## src/rtl/brcomp_iter.sv

```systemverilog
// brcomp_iter -- iterative branch comparator for the RV32I execute stage.
//
// Compares two XLEN-bit operands CHUNK bits per cycle, most significant slice
// first, and stops at the first slice that differs. Signed compares are turned
// into unsigned ones by inverting the operand sign bits at capture. The
// less/equal flags are registered and sit behind valid/ready handshakes on
// both sides, which keeps the compare off the critical path.
//
// Parameters:
//   XLEN  - operand width (default 32)
//   CHUNK - bits compared per cycle (default 8). XLEN must be a multiple of
//           CHUNK. CHUNK == XLEN gives a single-cycle compare.
//
// Ports:
//   clk, rst            - clock (rising edge), synchronous active-high reset
//   in_valid / in_ready - operand handshake; in_ready is high only in IDLE
//   rs1_data, rs2_data  - operands A and B
//   br_un               - 1 = unsigned compare, 0 = signed compare
//   out_valid/out_ready - result handshake
//   less, equal         - A < B under the captured mode, A == B
//
// Optional feature (macro BRCOMP_BRANCH_EN):
//   funct3   - input, branch funct3, captured at the accept edge
//   br_taken - output, branch decision registered together with less/equal
//              (reset 0)

module brcomp_iter #(
    parameter int unsigned XLEN  = 32,
    parameter int unsigned CHUNK = 8
) (
    input  logic            clk,
    input  logic            rst,
    input  logic            in_valid,
    output logic            in_ready,
    input  logic [XLEN-1:0] rs1_data,
    input  logic [XLEN-1:0] rs2_data,
    input  logic            br_un,
`ifdef BRCOMP_BRANCH_EN
    input  logic [2:0]      funct3,
    output logic            br_taken,
`endif
    output logic            out_valid,
    input  logic            out_ready,
    output logic            less,
    output logic            equal
);

    localparam int unsigned N    = XLEN / CHUNK;
    localparam int unsigned IDXW = (N > 1) ? $clog2(N) : 1;

    typedef enum logic [1:0] {
        IDLE = 2'd0,
        BUSY = 2'd1,
        DONE = 2'd2
    } state_t;

    state_t                      state_q, state_d;
    logic [N-1:0][CHUNK-1:0]     a_q, a_d;
    logic [N-1:0][CHUNK-1:0]     b_q, b_d;
    logic [IDXW-1:0]             idx_q, idx_d;
    logic                        less_q, less_d;
    logic                        equal_q, equal_d;

    logic [XLEN-1:0]             a_in, b_in;
    logic [CHUNK-1:0]            a_sl, b_sl;

`ifdef BRCOMP_BRANCH_EN
    logic [2:0]                  f3_q, f3_d;
    logic                        taken_q, taken_d;

    function automatic logic branch_decode(input logic [2:0] f3,
                                           input logic       lt,
                                           input logic       eq);
        logic t;
        t = 1'b0;
        case (f3)
            3'b000:  t = eq;
            3'b001:  t = !eq;
            3'b100:  t = lt;
            3'b101:  t = !lt;
            3'b110:  t = lt;
            3'b111:  t = !lt;
            default: t = 1'b0;
        endcase
        return t;
    endfunction
`endif

    always_comb begin
        state_d = state_q;
        a_d     = a_q;
        b_d     = b_q;
        idx_d   = idx_q;
        less_d  = less_q;
        equal_d = equal_q;
`ifdef BRCOMP_BRANCH_EN
        f3_d    = f3_q;
        taken_d = taken_q;
`endif

        // Flipping the sign bit maps two's-complement order onto unsigned
        // order, so the slice compare below is always unsigned.
        a_in           = rs1_data;
        b_in           = rs2_data;
        a_in[XLEN-1]   = rs1_data[XLEN-1] ^ ~br_un;
        b_in[XLEN-1]   = rs2_data[XLEN-1] ^ ~br_un;

        a_sl = a_q[idx_q];
        b_sl = b_q[idx_q];

        unique case (state_q)
            IDLE: begin
                if (in_valid) begin
                    a_d     = a_in;
                    b_d     = b_in;
                    idx_d   = IDXW'(N - 1);
                    state_d = BUSY;
`ifdef BRCOMP_BRANCH_EN
                    f3_d    = funct3;
`endif
                end
            end
            BUSY: begin
                if (a_sl != b_sl) begin
                    less_d  = (a_sl < b_sl);
                    equal_d = 1'b0;
                    state_d = DONE;
                end else if (idx_q == '0) begin
                    less_d  = 1'b0;
                    equal_d = 1'b1;
                    state_d = DONE;
                end else begin
                    idx_d   = idx_q - 1'b1;
                end
`ifdef BRCOMP_BRANCH_EN
                if (state_d == DONE) begin
                    taken_d = branch_decode(f3_q, less_d, equal_d);
                end
`endif
            end
            DONE: begin
                if (out_ready) begin
                    state_d = IDLE;
                end
            end
            default: state_d = IDLE;
        endcase
    end

    always_ff @(posedge clk) begin
        if (rst) begin
            state_q <= IDLE;
            a_q     <= '0;
            b_q     <= '0;
            idx_q   <= '0;
            less_q  <= 1'b0;
            equal_q <= 1'b0;
`ifdef BRCOMP_BRANCH_EN
            f3_q    <= '0;
            taken_q <= 1'b0;
`endif
        end else begin
            state_q <= state_d;
            a_q     <= a_d;
            b_q     <= b_d;
            idx_q   <= idx_d;
            less_q  <= less_d;
            equal_q <= equal_d;
`ifdef BRCOMP_BRANCH_EN
            f3_q    <= f3_d;
            taken_q <= taken_d;
`endif
        end
    end

    assign in_ready  = (state_q == IDLE);
    assign out_valid = (state_q == DONE);
    assign less      = less_q;
    assign equal     = equal_q;
`ifdef BRCOMP_BRANCH_EN
    assign br_taken  = taken_q;
`endif

endmodule

```

## config.mk

```make
export PLATFORM = sky130hd
export DESIGN_NAME = brcomp_iter
export DESIGN_NICKNAME = d
export VERILOG_FILES = /design/src/rtl/brcomp_iter.sv
export SDC_FILE = /design/constraint.sdc
export NUM_CORES = 1
export LEC_CHECK = 0
export CAP_MARGIN = 5
export CORE_MARGIN = 2
export CORE_UTILIZATION = 45
export CTS_CLUSTER_DIAMETER = 100
export DETAILED_ROUTE_END_ITERATION = 16
export PLACE_DENSITY = 0.76
export SYNTH_ARGS = -nofsm -noshare
export SYNTH_HDL_FRONTEND = slang
export SYNTH_SLANG_ARGS = --single-unit
```

## constraint.sdc

```tcl
create_clock -name clk -period 2.7 [get_ports clk]
set_clock_uncertainty 0.15 [all_clocks]
set_input_delay 0.27 -clock clk [delete_from_list [all_inputs] [get_ports clk]]
set_output_delay 0.27 -clock clk [all_outputs]
set_load 0.01 [all_outputs]
```

# --- Word-level counts from Yosys, hierarchy flattened ---
# Cells that the tools add are included.
word_totals:
  in_bits: 69
  reg_bits: 70
  output_inout_bits: 4
  elab_cells: 51
op_classes:
  order_cmp: 2
  bitwise_logic: 3
  addsub: 1
  n_reduce_logical: 8
  eq_ne: 8
  n_mux: 17
op_table:
  columns: ["cell", "n"]
  rows:
  - ["8-bit binary-select mux with 2-bit select", 2]
  - ["8-bit 2-to-1 mux", 2]
  - ["2-bit 2-to-1 mux", 7]
  - ["8-bit < comparator", 1]
  - ["8-bit != test", 1]
  - ["2-bit != test (second input constant)", 3]
  - ["2-bit one-hot mux with 3 select lines", 1]
  - ["2-bit zero test", 2]
  - ["1-bit 2-to-1 mux", 4]
  - ["2-bit one-hot mux with 2 select lines", 1]
  - ["2-bit AND reduction", 2]
  - ["4-bit AND reduction", 1]
  - ["2-bit nonzero test", 2]
  - ["2-bit by 3-bit < comparator with 1-bit output (second input constant)", 1]
  - ["3-bit != test (second input constant)", 1]
  - ["3-bit AND reduction", 1]
  - ["2-bit by 1-bit equality test with 1-bit output (second input constant)", 1]
  - ["2-bit equality test (second input constant)", 1]
  - ["2-bit by 1-bit != test with 1-bit output (second input constant)", 1]
  - ["2-bit by 1-bit subtractor with 2-bit output (second input constant)", 1]
  - ["1-bit bitwise XOR", 2]
  - ["1-bit NOT", 1]

# --- Longest topological paths before layout ---
# Gate-level depths: netlist of run 1.
logic_depth:
  word_depth: 5
  ltp_mapped: 8
  mapped_depth_nobuf: 7

# --- Worst setup path after synthesis of run 1 ---
# OpenSTA, ideal clock, no wires.
synth_timing:
  path_kind: "register -> register"
  start: "reg idx_q[0]"
  end: "reg less_q (netlist: less)"
  n_path_buf: 2
  arrival_time_ns: 2.289
  path_slack_ns: 0.174
  period_less_slack_ns: 2.526
  setup_ns: 0.087
  t_required_ns: 2.463
  stages_incl_launch_ff: 9
  cell_sequence: "dfxtp_1 -> buf_4 -> buf_4 -> mux4_2 -> ha_1 -> a21o_1 -> a21o_1 -> a211o_1 -> o31ai_1"
synth_via:
  elab_chain_len: 5
  word_cells_on_any_way: 10
  cone_classes: "1 x order compare; 1 x eq/ne; 5 x mux; 3 x reduce/logical"
synth_lines:
  columns: ["item", "line", "text"]
  rows:
  - ["start: declaration", "60", "logic [IDXW-1:0] idx_q, idx_d;"]
  - ["start signal: assignment", "166", "idx_q <= idx_d;"]
  - ["parallel branches: the longest is 5 deep, another holds 8-bit < comparator", null, null]
  - ["end signal: assignment", "167", "less_q <= less_d;"]
  - ["end: declaration", "61", "logic less_q, less_d;"]
# Parallel ways; which one is timed is not known. The select of a mux whose other input is x is not followed.
# A chain may end at the register's enable or synchronous reset.

# --- Final worst setup path of run 1 ---
layout_timing:
  start: "reg idx_q[0]"
  end: "reg idx_q[1]"
layout_via:
  elab_chain_len: 5
  word_cells_on_any_way: 13
  cone_classes: "1 x add/sub; 3 x eq/ne; 7 x mux; 2 x reduce/logical"
layout_lines:
  columns: ["item", "line", "text"]
  rows:
  - ["8-bit binary-select mux with 2-bit select (on tied branches)", "108, 109", null]
  - ["8-bit 2-to-1 mux (on tied branches)", "108, 109", null]
  - ["8-bit != test", "124", "if (a_sl != b_sl) begin"]
  - ["2-bit != test (no source line)", null, null]
  - ["4-bit AND reduction (no source line)", null, null]
# Several ways; a longest one is shown, not always the timed one. The select of a mux whose other input is x is not followed.

==> results of run 1 <==
through the flow:
stage,setup TNS (ns),cells,util (%),hold WS [ns],power (mW)
floorplan,0,356,-,0.256,1.53
global placement,0,489,57.1,0.291,1.71
detailed placement,0,489,57.1,0.297,1.73
CTS,0,504,59.6,0.306,2.47
global route,-0.104,512,61.2,0.323,2.61
finish,0,512,61.2,0.306,2.49
worst max-delay path, cell delays in order (launching register included):
cell      delay, ns
dfxtp_4        0.40
buf_12         0.15
mux4_2         0.51
ha_1           0.31
nand4_1        0.23
nor4_4         0.40
nor3_1         0.09
a311oi_1       0.31
routing by layer:
metal	part of all wire, %	GRT usage (%)	wire length (microns)
met5	0	0	0
met4	2.5	8.67	185
met3	4.0	5.40	291
met2	53	34.4	3870
met1	40	22.3	2910
cell usage after synthesis (all sizes together):
cell / count / share of area, %
nand2: 129 / 16
dfxtp: 70 / 45
a21oi: 67 / 11
buf: 17 / 3.9
mux4: 16 / 12
inv: 11 / 1.3
ha: 9 / 3.6
clkbuf: 8 / 0.97
nor2: 5 / 0.68
a21o: 3 / 0.72
o31ai: 3 / 0.72
nand2b: 2 / 0.64
nand4: 2 / 0.60
nor2b: 2 / 0.40
nor3: 2 / 0.32
xnor2: 2 / 0.56
a211o: 1 / 0.28
a311oi: 1 / 0.28
a31oi: 1 / 0.20
and2: 1 / 0.24
and2b: 1 / 0.24
nand3b: 1 / 0.24
nor4: 1 / 0.68
o21a: 1 / 0.24
power groups by stage:
stage	clock [mW]	combinational, mW	sequential (mW)
floorplan	0	0.367	1.16
global placement	0	0.523	1.18
detailed placement	0	0.544	1.19
CTS	0.754	0.547	1.16
global route	0.802	0.634	1.18
finish	0.741	0.578	1.17
cell families after synthesis:
logic type | count (synthesis) | synth area share, %
buffers and inverters | 36 | 6.20
AOI/OAI and AO/OA | 77 | 13.2
muxes | 16 | 11.6
adders and majority gates | 9 | 3.62
xor gates and xnor gates | 2 | 0.563
and+or+nand+nor | 146 | 19.7
DFF | 70 | 45.1
sequential cells by signal, summed over array words and instances (netlist names):
signal,count
a_q,32
b_q,32
equal,1
idx_q,2
less,1
state_q,2
layout make-up:
type | count | area [sq um]
clock buffer | 11 | 151
timing repair buffer | 86 | 888
sequential | 70 | 1410
multi-input combinational | 250 | 1530
fill | 585 | 2620
clock inverter | 4 | 22.5
inverter | 11 | 41.3
tap | 80 | 100
worst max-delay path by stage:
stage / slack (ns) / start / cells after the start / endpoint
floorplan: 0.17 / idx_q[0]$_SDFFE_PP0P_ / 8 / less$_SDFFE_PP0P_
global placement: 0.21 / idx_q[0]$_SDFFE_PP0P_ / 7 / less$_SDFFE_PP0P_
detailed placement: 0.05 / idx_q[0]$_SDFFE_PP0P_ / 7 / idx_q[1]$_SDFFE_PP0P_
CTS: 0.04 / idx_q[0]$_SDFFE_PP0P_ / 7 / idx_q[1]$_SDFFE_PP0P_
global route: -0.08 / idx_q[0]$_SDFFE_PP0P_ / 7 / idx_q[1]$_SDFFE_PP0P_
finish: 0.03 / idx_q[0]$_SDFFE_PP0P_ / 7 / idx_q[1]$_SDFFE_PP0P_
repair_timing:
item / CTS / global route
endpoints found under the setup margin: 0 / 2
gates resized for setup: 0 / 3
setup buffers: 0 / 7
==> flow_metrics.tcl, run 1 <==
set metrics [dict create \
    grt_pass1_vias 2621 \
    worstHoldStart "b_q[4]$_SDFFE_PP0P_" \
    p_clk_share_pct 29.8 \
    fmaxAchievable_ghz 0.374 \
    die-height_microns 87.1 \
    vias 2658 \
    startpoint_type "register" \
    hold_end "b_q[4]$_SDFFE_PP0P_" \
    powerDensity_mw_per_mm2 601 \
    worst_pin_slew_ns 0.999 \
    critPathCaptureType "register" \
    cts_hold_buf 0 \
    dr.pass1.iters 4 \
    post-route-period-util_pct 98.9 \
    drtIter0Drc 171 \
    syn_avg_cell_area_sq_um 8.73 \
    die_x_microns 87.1 \
    slew-limit-headroom_pct 33.4 \
    min_path_type "reg2reg" \
    final_common_cell "nand2_1" \
    num_rows 30 \
    track_usage_pct 19.6 \
    crit_type "reg2reg" \
    portBuffers 72 \
    nets 506 \
    grt_max_degree 58 \
    r2r-end "idx_q[1]$_SDFFE_PP0P_" \
    synth.distinct_cells 30 \
    cts_buffer_depth 2 \
    overflow 0 \
    rrSetupSlack_ns 0.03 \
    comb_power_share_pct 23.3 \
    clk_pin_slew_worst_paths_ns 0.07 \
    syn_area_sq_mm 0.00311 \
    cts_tree "done" \
    grt_first_pass_wirelength_microns 11600 \
    areaGrowthSynthToFinish_pct 33.0 \
    maxCapViolCount 0 \
    wl_per_cell_microns 14.2 \
    synth_cells 356 \
    peakVddDrop_v 0.000324 \
    vias_per_cell 5.19 \
    dp.final_hpwl_microns 5230 \
    wirelength_microns 7260 \
    p_leak_nw 1.57 \
    cts.sinks 70 \
    globalplace.congestion 0.808 \
    seq_area_frac_synth_pct 45.1 \
    min_delay_path_depth 2 \
    place_area_sq_mm 0.00386 \
    worst_slack_ns 0.0297 \
    antenna_left 0 \
    diodes 0 \
    htree_levels 3 \
    ys_warn_count 0 \
    slew_viol_final 0 \
    swShare_pct 27.8 \
    cts_root_buf "clkbuf_8" \
    p_sw_mw 0.692 \
    p_int_mw 1.79 \
    r2r-start "idx_q[0]$_SDFFE_PP0P_" \
    status "complete, no violations" \
    syn_nets 434 \
    finalHoldViolCount 0 \
    post-place-ws_ns 0.0460 \
    layout_common_cells "128 x nand2_1, 71 x clkdlybuf4s50_1, 69 x dfxtp_1" \
    required_ns 2.76 \
    drc 0 \
    clk_latency_ns 0.34 \
    critPathArrivalTime_ns 2.73 \
    num_io_pins 73 \
    crit_fanout 7 \
    cts_buffers 9 \
    period_minus_slack_ns 2.67 \
    ys_seq_elements 70 \
    seq_power_share_pct 46.9 \
    setup_viol 0 \
    antenna_found_initial 0 \
    drive_gt1_share_pct 12.5 \
    fp.coreArea_sq_mm 0.00676 \
    start_util_pct 46.0 \
    ff2ff_path_depth 7 \
    die_area_sq_mm 0.00759 \
    fin_area_sq_mm 0.00414 \
]
Power figures use the tool's default switching activity.
==> run 2, diff against run 1 <==
--- a/config.mk
+++ b/config.mk
@@ -5,6 +5,7 @@
 export SDC_FILE = /design/constraint.sdc
 export NUM_CORES = 1
 export LEC_CHECK = 0
+export ABC_AREA = 1
 export CAP_MARGIN = 5
 export CORE_MARGIN = 2
 export CORE_UTILIZATION = 45
==> flow_metrics.tcl, run 2 <==
set metrics [dict create \
    drtIter0Drc 104 \
    ys_seq_elements 70 \
    cts_buffers 9 \
    layout_common_cells "152 x nor2_1, 72 x clkdlybuf4s50_1, 70 x dfxtp_1" \
    synth.area.top_cells "dfxtp_1 45%, nor2_1 18%, o21ai_0 6.7%" \
    setup_viol 0 \
    globalplace.congestion 0.955 \
    dp.final_hpwl_microns 5200 \
    synth-compound-area-share_pct 20.2 \
    peakVddDrop_v 0.000248 \
    num_io_pins 73 \
    globalRouteMet2Util_pct 32.9 \
    min_path_type "reg2reg" \
    cts_hold_buf 0 \
    total_power_mw 2.67 \
    slew-limit-headroom_pct 60.5 \
    critPathCaptureType "register" \
    async_flop_share_pct 0 \
    synth_fa_ha_area_share_pct 3.60 \
    die_x_microns 87.4 \
    top_regs "a_q x32, b_q x32" \
    synth_top_family_by_area "simple AND/OR/NAND/NOR gates" \
    ys.flop_type "dfxtp_1" \
    fmaxAchievable_ghz 0.410 \
    synth.distinct_cells 26 \
    clk_latency_ns 0.34 \
    cts_buffer_depth 2 \
    critPathArrivalTime_ns 2.53 \
    overflow 0 \
    yosysTopAreaCell "dfxtp_1" \
    worst_pin_slew_ns 0.593 \
    period_minus_slack_ns 2.44 \
    ys_top_cells_by_count "152 x nor2_1, 70 x dfxtp_1, 42 x o21ai_0, 41 x nand2_1, 41 x o21ai_1" \
    cts.sinks 70 \
    ys_warn_count 0 \
    wirelength_microns 7350 \
    required_ns 2.79 \
    synthMostInstantiatedCell "nor2_1" \
    die_area_sq_mm 0.00763 \
    powerDensity_mw_per_mm2 661 \
    syn_avg_cell_area_sq_um 7.12 \
    syn_area_sq_mm 0.00313 \
    maxCapViolCount 0 \
    antenna_found_initial 0 \
    slew_viol_final 0 \
    synth_mux_area_share_pct 0 \
    nFillCells 646 \
    drive_gt1_share_pct 5.18 \
    yosys.area.top_type_share_pct 44.8 \
    nets 575 \
    status "complete, no violations" \
    vias_per_cell 5.15 \
    crit_fanout 24 \
    cts_tree "done" \
    areaGrowthSynthToFinish_pct 29.5 \
    startpoint_type "register" \
    track_usage_pct 20.5 \
    drc 0 \
    dr.pass1.iters 4 \
    clk_pin_slew_worst_paths_ns 0.07 \
    synth_cells 439 \
    seq_area_frac_synth_pct 44.8 \
    grt_pass1_vias 2861 \
    num_rows 30 \
    synth-xor-area-share_pct 0.560 \
    cts_root_buf "clkbuf_8" \
    use_met1_pct 25.5 \
    portBuffers 72 \
    finalHoldViolCount 0 \
    crit_type "reg2reg" \
    rsz0062_at_grt "false" \
    vias 2995 \
    antenna_left 0 \
    wl_per_cell_microns 12.6 \
    synth-edff-count 0 \
    final_common_cell "nor2_1" \
    diodes 0 \
    p_leak_nw 1.64 \
    grt_max_degree 67 \
    post-route-period-util_pct 90.3 \
    synthSimpleGateAreaFrac_pct 24.3 \
    grt_first_pass_wirelength_microns 12300 \
    busiest_layer "met2" \
    met3_usage_pct 3.70 \
    syn_nets 517 \
    die-height_microns 87.4 \
    setup_tns_ns 0 \
    htree_levels 3 \
    start_util_pct 46.3 \
    fp.coreArea_sq_mm 0.00676 \
]
## run 2: cell count changes after synthesis, sizes merged, moves of 7 or more
cell and delta:
nor2 +150, nand2 -87, o21ai +83, a21oi -51, mux4 -16, o22ai +8, a32o +7
## run 2: timing repair
item	4_1_cts	5_1_grt
endpoints found under the setup margin	0	5
buffers inserted	0	0
gates resized for setup	0	1
## run 2: final timing paths
path / start / end / slack, ns / cells after the start
setup / recovery: idx_q[1]$_SDFFE_PP0P_ / idx_q[0]$_SDFFE_PP0P_ / 0.26 / 10
hold / removal: a_q[10]$_SDFFE_PP0P_ / a_q[10]$_SDFFE_PP0P_ / 0.33 / 2
setup reg to reg: idx_q[1]$_SDFFE_PP0P_ / idx_q[0]$_SDFFE_PP0P_ / 0.26 / 10
hold reg to reg: a_q[10]$_SDFFE_PP0P_ / a_q[10]$_SDFFE_PP0P_ / 0.33 / 2
## run 2: cell type report
| class | count | area, sq um | share of cell area (%) |
|---|---|---|---|
| multi-input combinational | 326 | 1520 | 37.6 |
| sequential | 70 | 1400 | 34.6 |
| timing repair buffer | 77 | 771 | 19.0 |
| clock buffer | 13 | 159 | 3.92 |
| tap | 80 | 100 | 2.47 |
| inverter | 13 | 53.8 | 1.33 |
| clock inverter | 3 | 42.5 | 1.05 |
## run 2: per-stage QoR
stage / instances / util (%) / instance area [sq um] / worst slack [ns] / hold WS [ns]
6_report: 582 / 59.9 / 4050 / 0.262 / 0.330
3_5_place_dp: 566 / 56.9 / 3840 / 0.201 / 0.317
4_1_cts: 582 / 59.9 / 4050 / 0.180 / 0.331
3_3_place_gp: 566 / 56.9 / 3840 / 0.322 / 0.309
2_1_floorplan: 439 / - / 3130 / 0.593 / 0.189
5_1_grt: 582 / 59.9 / 4050 / 0.000747 / 0.357
## run 2: worst max-delay path, cell delays in order, from the launching register on
cell and delay (ns):
dfxtp_1 0.38, clkinvlp_4 0.34, a32o_1 0.39, ha_1 0.27
nand2_1 0.06, nor2_1 0.16, nand2_1 0.14, nor2_2 0.12
nand2_1 0.10, o21ai_0 0.17, nor2_1 0.05
## run 2: logic make-up (layout without fill, tap and decap cells)
logic type	after synthesis	in the layout
and+or+nand+nor	199	199
adders and majority gates	9	9
DFF	70	70
AOI/OAI and AO/OA	116	116
buffers and inverters	43	106
xor gates and xnor gates	2	2
## run 2: layer usage
layer  vias to the layer above  wire (microns)
li1                       1554               -
met1                      1336            3400
met2                        83            3330
met3                        22             350
met4                         0             278
met5                         -               0
## run 2: power by group
part,internal (mW),switching [mW]
combinational,0.286,0.336
clock,0.476,0.371
sequential,1.14,0.0633
==> run 3, diff against run 2 <==
--- a/config.mk
+++ b/config.mk
@@ -6,7 +6,6 @@
 export NUM_CORES = 1
 export LEC_CHECK = 0
 export ABC_AREA = 1
-export CAP_MARGIN = 5
 export CORE_MARGIN = 2
 export CORE_UTILIZATION = 45
 export CTS_CLUSTER_DIAMETER = 100
==> results of run 3 <==
Final layout, timing and power as in run 2 (identical DEF).
